===== config.mk =====
export PLATFORM = sky130hd
export DESIGN_NAME = flag_producer_flat
export DESIGN_NICKNAME = d
export VERILOG_FILES = /design/src/rtl/flag_pkg.sv /design/src/rtl/flag_producer_if.sv /design/src/rtl/flag_producer_nzcv_gen.sv /design/src/rtl/flag_producer.sv /design/src/flat_wrapper.sv
export SDC_FILE = /design/constraint.sdc
export NUM_CORES = 1
export LEC_CHECK = 0
export BUFFER_PORTS_ARGS = -buffer_cell sky130_fd_sc_hd__buf_2
export CAP_MARGIN = 25
export CORE_ASPECT_RATIO = 0.75
export CORE_UTILIZATION = 63
export CTS_BUF_LIST = sky130_fd_sc_hd__clkbuf_16
export CTS_CLUSTER_SIZE = 8
export DETAILED_ROUTE_END_ITERATION = 8
export PLACE_DENSITY = 0.87
export RECOVER_POWER = 25
export SYNTH_ARGS = -nofsm -noshare
export SYNTH_HDL_FRONTEND = slang
export SYNTH_SLANG_ARGS = --single-unit

===== constraint.sdc =====
create_clock -name clk -period 12.3 [get_ports clk]
set_clock_uncertainty 0.15 [all_clocks]
set_input_delay 1.23 -clock clk [delete_from_list [all_inputs] [get_ports clk]]
set_output_delay 1.23 -clock clk [all_outputs]
set_load 0.02 [all_outputs]

===== src/rtl/flag_pkg.sv =====
// Flag types and bit positions shared by flag_producer and condition_checker.
// Flags are packed {N,Z,C,V}, so bit3..bit0 match the FLAG_* positions below.
package flag_pkg;

  typedef struct packed {
    logic N;
    logic Z;
    logic C;
    logic V;
  } flags_t;

  localparam int FLAG_N = 3;
  localparam int FLAG_Z = 2;
  localparam int FLAG_C = 1;
  localparam int FLAG_V = 0;

  localparam flags_t RESET_FLAGS = '0;

endpackage


===== src/rtl/flag_producer_if.sv =====
// Compare-operand handshake from execute into the flag producer.
// master = execute side, slave = flag_producer.
interface flag_producer_if #(
  parameter int DATA_W = 32
);

  logic              cmp_valid;
  logic              cmp_ready;
  logic [DATA_W-1:0] src_a;
  logic [DATA_W-1:0] src_b;

  modport master (output cmp_valid, output src_a, output src_b, input cmp_ready);
  modport slave  (input cmp_valid, input src_a, input src_b, output cmp_ready);

endinterface


===== src/rtl/flag_producer_nzcv_gen.sv =====
// Purpose: NZCV of a - b, computed as a + ~b + 1 on DATA_W+1 bits.
// Latency: combinational.
// Backpressure: none.
module nzcv_gen
  import flag_pkg::*;
#(
  parameter int DATA_W = 32
) (
  input  logic [DATA_W-1:0] a,
  input  logic [DATA_W-1:0] b,
  output flags_t            nzcv
);

  logic [DATA_W:0] d;

  always_comb begin
    d      = {1'b0, a} + {1'b0, ~b} + (DATA_W+1)'(1);
    nzcv.N = d[DATA_W-1];
    nzcv.Z = (d[DATA_W-1:0] == '0);
    // carry out of the wide sum is the ARM-style "no borrow" C
    nzcv.C = d[DATA_W];
    nzcv.V = (a[DATA_W-1] ^ b[DATA_W-1]) & (a[DATA_W-1] ^ d[DATA_W-1]);
  end

endmodule


===== src/rtl/flag_producer.sv =====
// Purpose: 2-stage compare pipeline producing architectural NZCV flags (optional FLAG_BYPASS_EN).
// Latency: accept at edge T -> flag_reg written at edge T+2 (Flags from T+1 with FLAG_BYPASS_EN).
// Backpressure: cmp_ready = ~stall; stall freezes both stages and flag_reg, flush kills stage 1.
module flag_producer
  import flag_pkg::*;
#(
  parameter int DATA_W = 32
) (
  input  logic                  clk,
  input  logic                  rst_n,
  flag_producer_if.slave        cmp,
  input  logic                  stall,
  input  logic                  flush,
  output flags_t                Flags,
  output logic                  FlagsValid,
  output logic                  FlagsPending
);

  logic              accept;
  logic              s1_valid;
  logic              s2_valid;
  logic [DATA_W-1:0] s1_a;
  logic [DATA_W-1:0] s1_b;
  logic [DATA_W-1:0] s2_a;
  logic [DATA_W-1:0] s2_b;
  flags_t            nzcv_now;
  flags_t            flag_reg;
  logic              flag_written;

  assign cmp.cmp_ready = ~stall;
  // a flushed cycle never accepts, even if execute presents operands
  assign accept        = cmp.cmp_valid & ~stall & ~flush;

  always_ff @(posedge clk or negedge rst_n) begin
    if (!rst_n) begin
      s1_valid     <= 1'b0;
      s2_valid     <= 1'b0;
      flag_reg     <= RESET_FLAGS;
      flag_written <= 1'b0;
    end else begin
      // flush wins over stall for stage 1; accept is already 0 when flushing
      if (flush || !stall) begin
        s1_valid <= accept;
      end
      if (!stall) begin
        s2_valid <= s1_valid & ~flush;
        if (s2_valid) begin
          flag_reg     <= nzcv_now;
          flag_written <= 1'b1;
        end
      end
    end
  end

  // Operand registers carry no reset; their valid bits qualify them.
  always_ff @(posedge clk) begin
    if (accept) begin
      s1_a <= cmp.src_a;
      s1_b <= cmp.src_b;
    end
    if (!stall && s1_valid) begin
      s2_a <= s1_a;
      s2_b <= s1_b;
    end
  end

  nzcv_gen #(
    .DATA_W (DATA_W)
  ) u_nzcv_gen (
    .a    (s2_a),
    .b    (s2_b),
    .nzcv (nzcv_now)
  );

`ifdef FLAG_BYPASS_EN
  logic bypass;

  // forward the stage-2 result in the cycle it is being written
  assign bypass       = s2_valid & ~stall;
  assign Flags        = bypass ? nzcv_now : flag_reg;
  assign FlagsValid   = flag_written | bypass;
  assign FlagsPending = s1_valid;
`else
  assign Flags        = flag_reg;
  assign FlagsValid   = flag_written;
  assign FlagsPending = s1_valid | s2_valid;
`endif

endmodule

===== src/flat_wrapper.sv =====
// flat-port wrapper written by rule: the top's interface ports become plain ports
module flag_producer_flat import flag_pkg::*;
#(
  parameter int DATA_W = 32
)
  (clk, rst_n, stall, flush, Flags, FlagsValid, FlagsPending, cmp_cmp_valid, cmp_src_a, cmp_src_b, cmp_cmp_ready);
  flag_producer_if #(.DATA_W(DATA_W)) cmp_i ();
  input  logic clk;
  input  logic rst_n;
  input  logic stall;
  input  logic flush;
  output flags_t Flags;
  output logic FlagsValid;
  output logic FlagsPending;
  input wire logic [$bits(cmp_i.cmp_valid)-1:0] cmp_cmp_valid;
  input wire logic [$bits(cmp_i.src_a)-1:0] cmp_src_a;
  input wire logic [$bits(cmp_i.src_b)-1:0] cmp_src_b;
  output wire logic [$bits(cmp_i.cmp_ready)-1:0] cmp_cmp_ready;
  assign cmp_i.cmp_valid = cmp_cmp_valid;
  assign cmp_i.src_a = cmp_src_a;
  assign cmp_i.src_b = cmp_src_b;
  assign cmp_cmp_ready = cmp_i.cmp_ready;
  flag_producer #(.DATA_W(DATA_W)) u_core (.clk(clk), .rst_n(rst_n), .cmp(cmp_i), .stall(stall), .flush(flush), .Flags(Flags), .FlagsValid(FlagsValid), .FlagsPending(FlagsPending));
endmodule

Word level (Yosys, flattened, before mapping)

Cells that the tools add are included.

Input port bits: 69
Register bits after elaboration: 135
Output and inout bits: 7

Add/subtract/negate cells: 2
Bitwise gates (word level): 10
Reductions and logical operators: 5

Operator list:

| cell                    | number |
|---|---|
| $add A32 B32 Y33        | 1 |
| $add A33 B1 Y33 const B | 1 |
| $logic_not A32 Y1       | 1 |
| $not A32 Y32            | 1 |
| $and A1 B1 Y1           | 4 |
| $not A1 Y1              | 2 |
| $reduce_and A2 Y1       | 1 |
| $xor A1 B1 Y1           | 2 |
| $logic_and A1 B1 Y1     | 1 |
| $logic_not A1 Y1        | 1 |
| $logic_or A1 B1 Y1      | 1 |
| $or A1 B1 Y1            | 1 |

Depth between registers and ports, before layout

Depth in word-level cells: 5
Depth in mapped cells: 12
Gate-level depth less buffers: 12

Modules after synthesis

Synthesis repeated with hierarchy kept, for this count alone.

Cell total of the unflattened synthesis: 483
Area, all modules: 6292.3 µm²

By module, submodules not included:

| module        | cells an instance | instances | area an instance (µm²) |
|---|---|---|---|
| flag_producer | 150               | 1         | 4146.5 |
| nzcv_gen      | 333               | 1         | 2145.8 |

Least setup slack after synthesis

No wires, ideal clock.

Path kind: input-to-reg
From: in stall
To: reg u_core.s2_a[0] (enable)
Arrival: 4124 ps
Data required time: 11654 ps
Library setup time: 496 ps
Stages on the path: 1
Path buffers: 0
Slack: 7530 ps
Cells stage by stage: nor2b_1

Word-level cells in the longest chain between the ends: 2

RTL lines:

| element              | line                | source |
|---|---|---|
| start, declared      | flat_wrapper.sv:10  | `input logic stall;` |
| $logic_not A1 Y1     | flag_producer.sv:61 | `if (!stall && s1_valid) begin` |
| $logic_and A1 B1 Y1  | flag_producer.sv:61 |  |
| end signal, assigned | flag_producer.sv:62 | `s2_a <= s1_a;` |
| end, declared        | flag_producer.sv:24 | `logic [DATA_W-1:0] s2_a;` |

Every way passes these cells.
A chain may end at the register's enable or synchronous reset.

Final worst setup path

From: reg u_core.s2_b[0]
To: reg u_core.flag_reg, in the netlist u_core.Flags[2]

Word-level cells in the longest chain between the ends: 4

RTL lines:

| element                | line                         | source |
|---|---|---|
| start, declared        | flag_producer.sv:25          | `logic [DATA_W-1:0] s2_b;` |
| start signal, assigned | flag_producer.sv:63          | `s2_b <= s1_b;` |
| $not A32 Y32           | flag_producer_nzcv_gen.sv:17 | `d = {1'b0, a} + {1'b0, ~b} + (DATA_W+1)'(1);` |
| $add A32 B32 Y33       | flag_producer_nzcv_gen.sv:17 |  |
| $add A33 B1 Y33        | flag_producer_nzcv_gen.sv:17 |  |
| $logic_not A32 Y1      | flag_producer_nzcv_gen.sv:19 | `nzcv.Z = (d[DATA_W-1:0] == '0);` |
| end signal, assigned   | flag_producer.sv:48          | `flag_reg <= nzcv_now;` |
| end, declared          | flag_producer.sv:27          | `flags_t flag_reg;` |

Every way passes these cells.

==> flow_summary.json <==
{
  "yosysUniqueCellTypes": 68,
  "routedWlPerCell_um": 18.0,
  "vias_per_cell": 5.98,
  "setup_violations": 0,
  "io_buffers": 75,
  "synthCells": 501,
  "fin_crit_sh_pct": 27.6,
  "worst_slack_ns": 8.91,
  "n_antenna_cell": 0,
  "gp_congestion": 0.886,
  "start_util_pct": 65.4,
  "leakage_nw": 2.94,
  "grt_max_degree": 66,
  "post_dp_cell_area_sq_um": 6890,
  "worst-setup-path-type": "reg2reg",
  "status": "finished clean",
  "grt_usage_pct": 26.2,
  "dp_slack_ns": 8.60,
  "avgSynthCellArea_sq_um": 12.8,
  "rows": 31,
  "dieArea_sq_um": 10600,
  "finalPower_mw": 1.11,
  "clkLatencyLatePin_ns": 0.42,
  "dr_wl_met3_um": 951,
  "antenna_left": 0,
  "synth_edf_count": 128,
  "hold_buffers": 0,
  "wl_met2_mm": 6.22,
  "tritoncts": "built",
  "drcViolationCount": 0,
  "synth-seq-cells": 135,
  "finalNonFillerCells": 728,
  "antenna_found_initial": 0,
  "clk_pin_slew_ns": 0.06,
  "grt_pass1_wl_mm": 20.3,
  "end_kind": "flip-flop",
  "clk_path_buf_depth": 2,
  "min_path_type": "reg2reg",
  "cpPeakStageDelay_ns": 0.42,
  "htreeDepth": 4,
  "yosysSeqAreaShare_pct": 62.9,
  "grt_pass1_vias": 4026,
  "worst-path-buf-inv": 0,
  "maxUsedRoutingLayer": "met4",
  "drtIter0Drc": 427,
  "max_freq_ghz": 0.295,
  "slew_viol_final": 0,
  "setup_tns_ns": 0,
  "final_area_sq_um": 7470,
  "crit_chain": "ha_1 -> fa_1 -> nand2b_1 -> a21oi_1 -> o31ai_1 -> a211oi_1 -> nor4b_1 -> nand4_1 -> a2111oi_1 -> a41oi_1 -> nor3_2",
  "numCtsBuffers": 17,
  "drive_gt1_share_pct": 20.1,
  "arrival_ns": 3.58,
  "ir_drop_mv": 0.124,
  "io_pins": 76,
  "slowest_stage": "fa_1",
  "dp.cells": 696,
  "cp_top_family": "compound AO/OA/AOI/OAI gates",
  "required_ns": 12.49,
  "period_minus_slack_ns": 3.39,
  "synth_warnings": 0,
  "power_density_nw_per_um2": 149,
  "crit_path_max_fanout": 3,
  "area_growth_pct": 16.8,
  "syn_nets": 603,
  "rsz0062_at_grt": "false",
  "post_cts_buffers": 0,
  "die_h_um": 89.2,
  "die_w_um": 118,
  "finalHoldViolCount": 0,
  "dp.final_hpwl_mm": 9.06,
  "maxCapViolCount": 0,
  "post_cts_resized": 0,
  "synthArstFlopShare_pct": 5.19,
  "synth_ff_type": "edfxtp_1",
  "synth_area_sq_um": 6390,
  "drt_first_pass_iters": 6,
  "worstSetupStartpointType": "flip-flop",
  "dr_total_vias": 4357,
  "max_slew_margin_pct": 44.1,
  "max_slew.worst_pin.slew_ns": 0.838,
  "grt_overflow_total": 0,
  "root_buffer": "clkbuf_16",
  "met1_length_mm": 5.70,
  "cts.sinks": 135,
  "final_net_count": 685,
  "core_sq_um": 9770,
  "routed_wl_mm": 13.1
}
-- cell usage after synthesis (3+ instances only) --
cell,number,area (sq um)
a21o_1,7,52.6
a21oi_1,30,150
mux2i_1,7,70.1
o2111ai_1,4,35.0
dfrtp_1,7,175
xor2_1,6,52.6
nor3_1,8,40.0
a22o_1,3,26.3
ha_1,32,400
o21ai_0,15,75.1
nand3_1,7,35.0
nand4_1,6,37.5
nand2b_1,6,37.5
clkbuf_1,8,30.0
buf_2,4,20.0
o21ai_1,7,35.0
o21a_1,4,30.0
nor2b_1,3,18.8
edfxtp_1,128,3840
and3_1,6,37.5
a211oi_1,5,37.5
inv_1,42,158
nor2_1,33,124
o21bai_1,4,30.0
o31ai_1,4,30.0
nand2_1,30,113
and2_1,6,37.5
a31oi_1,11,68.8
xnor2_1,7,61.3
a211o_1,5,43.8
nor4_1,3,18.8
o211ai_1,3,22.5
-- sequential cells by signal, indices dropped and copies added, names as in the netlist --
register and count:
u_core.s2_b 32, u_core.s2_a 32, u_core.Flags 4, u_core.s1_a 32, u_core.s1_b 32, u_core.s2_valid 1
u_core.s1_valid 1, u_core.FlagsValid 1
-- per-stage QoR --
stage          utilization, %  hold WS, ns
2_1_floorplan               -        0.250
5_1_grt                  76.4        0.272
6_report                 76.4        0.267
3_3_place_gp             70.5        0.250
3_5_place_dp             70.5        0.255
4_1_cts                  76.4        0.258
-- routing by layer --
layer  vias to the layer above  GRT usage (%)
met5                         -              0
met4                         0           9.56
met3                        28           7.53
met2                       188           43.4
met1                      2062           33.6
li1                       2079              -
-- power breakdown --
group          internal (mW)  switching, mW  total [mW]
registers              0.525        0.00699       0.532
logic                 0.0336         0.0528      0.0864
clock network          0.286          0.210       0.496
-- cells in the final DEF, fill, tap and decap left out, types with 5 or more instances in the layout --
| master | netlist | layout |
|---|---|---|
| edfxtp_1 | 128 | 128 |
| buf_2 | 4 | 74 |
| inv_1 | 42 | 42 |
| nor2_1 | 33 | 33 |
| ha_1 | 32 | 32 |
| nand2_1 | 30 | 30 |
| a21oi_1 | 30 | 30 |
| clkbuf_16 | 0 | 17 |
| o21ai_0 | 15 | 15 |
| a31oi_1 | 11 | 11 |
| nor3_1 | 8 | 8 |
| a21o_1 | 7 | 7 |
| o21ai_1 | 7 | 7 |
| nand3_1 | 7 | 7 |
| mux2i_1 | 7 | 7 |
| xnor2_1 | 7 | 7 |
| dfrtp_1 | 7 | 7 |
| nand2b_1 | 6 | 6 |
| nand4_1 | 6 | 6 |
| xor2_1 | 6 | 6 |
| and2_1 | 6 | 6 |
| inv_6 | 0 | 6 |
| and3_1 | 6 | 5 |
| a211o_1 | 5 | 5 |
| a211oi_1 | 5 | 5 |
-- worst reg2reg max path, delay by kind of cell, from the launching register on --
kind                     cells  cell delay (ns)
AO/OA/AOI/OAI                5             1.26
adder cells (fa/ha/maj)      2             0.65
flip-flops                   1             0.39
AND/OR/NAND/NOR              4             0.84
-- cell families after synthesis --
| kind of cell | after synthesis | share of synthesized area, % |
|---|---|---|
| xor gates and xnor gates | 13 | 1.78 |
| adders and majority gates | 33 | 6.58 |
| and+or+nand+nor | 122 | 9.41 |
| muxes | 9 | 1.45 |
| AOI/OAI and AO/OA | 132 | 14.3 |
| DFF | 135 | 62.9 |
| buffers and inverters | 57 | 3.60 |
-- cell type report --
class                      instances  area, sq um
clock buffer                      17          425
sequential                       135         4020
fill                             639         2310
tap                              132          165
inverter                          43          161
multi-input combinational        309         2150
timing repair buffer              77          389
clock inverter                    15          155
-- final timing paths --
path | startpoint | endpoint | slack (ns) | cells past startpoint
setup / recovery | u_core.s2_b[0] | u_core.Flags[2] | 8.91 | 11
hold / removal | u_core.s1_b[5] | u_core.s2_b[5] | 0.27 | 0
setup reg to reg | u_core.s2_b[0] | u_core.Flags[2] | 8.91 | 11
hold reg to reg | u_core.s1_b[5] | u_core.s2_b[5] | 0.27 | 0
max in group asynchronous | rst_n | u_core.s2_valid | 11.12 | 1
min in group asynchronous | rst_n | u_core.Flags[0] | 0.57 | 1
Note: power is estimated with default switching activity, not from simulation.
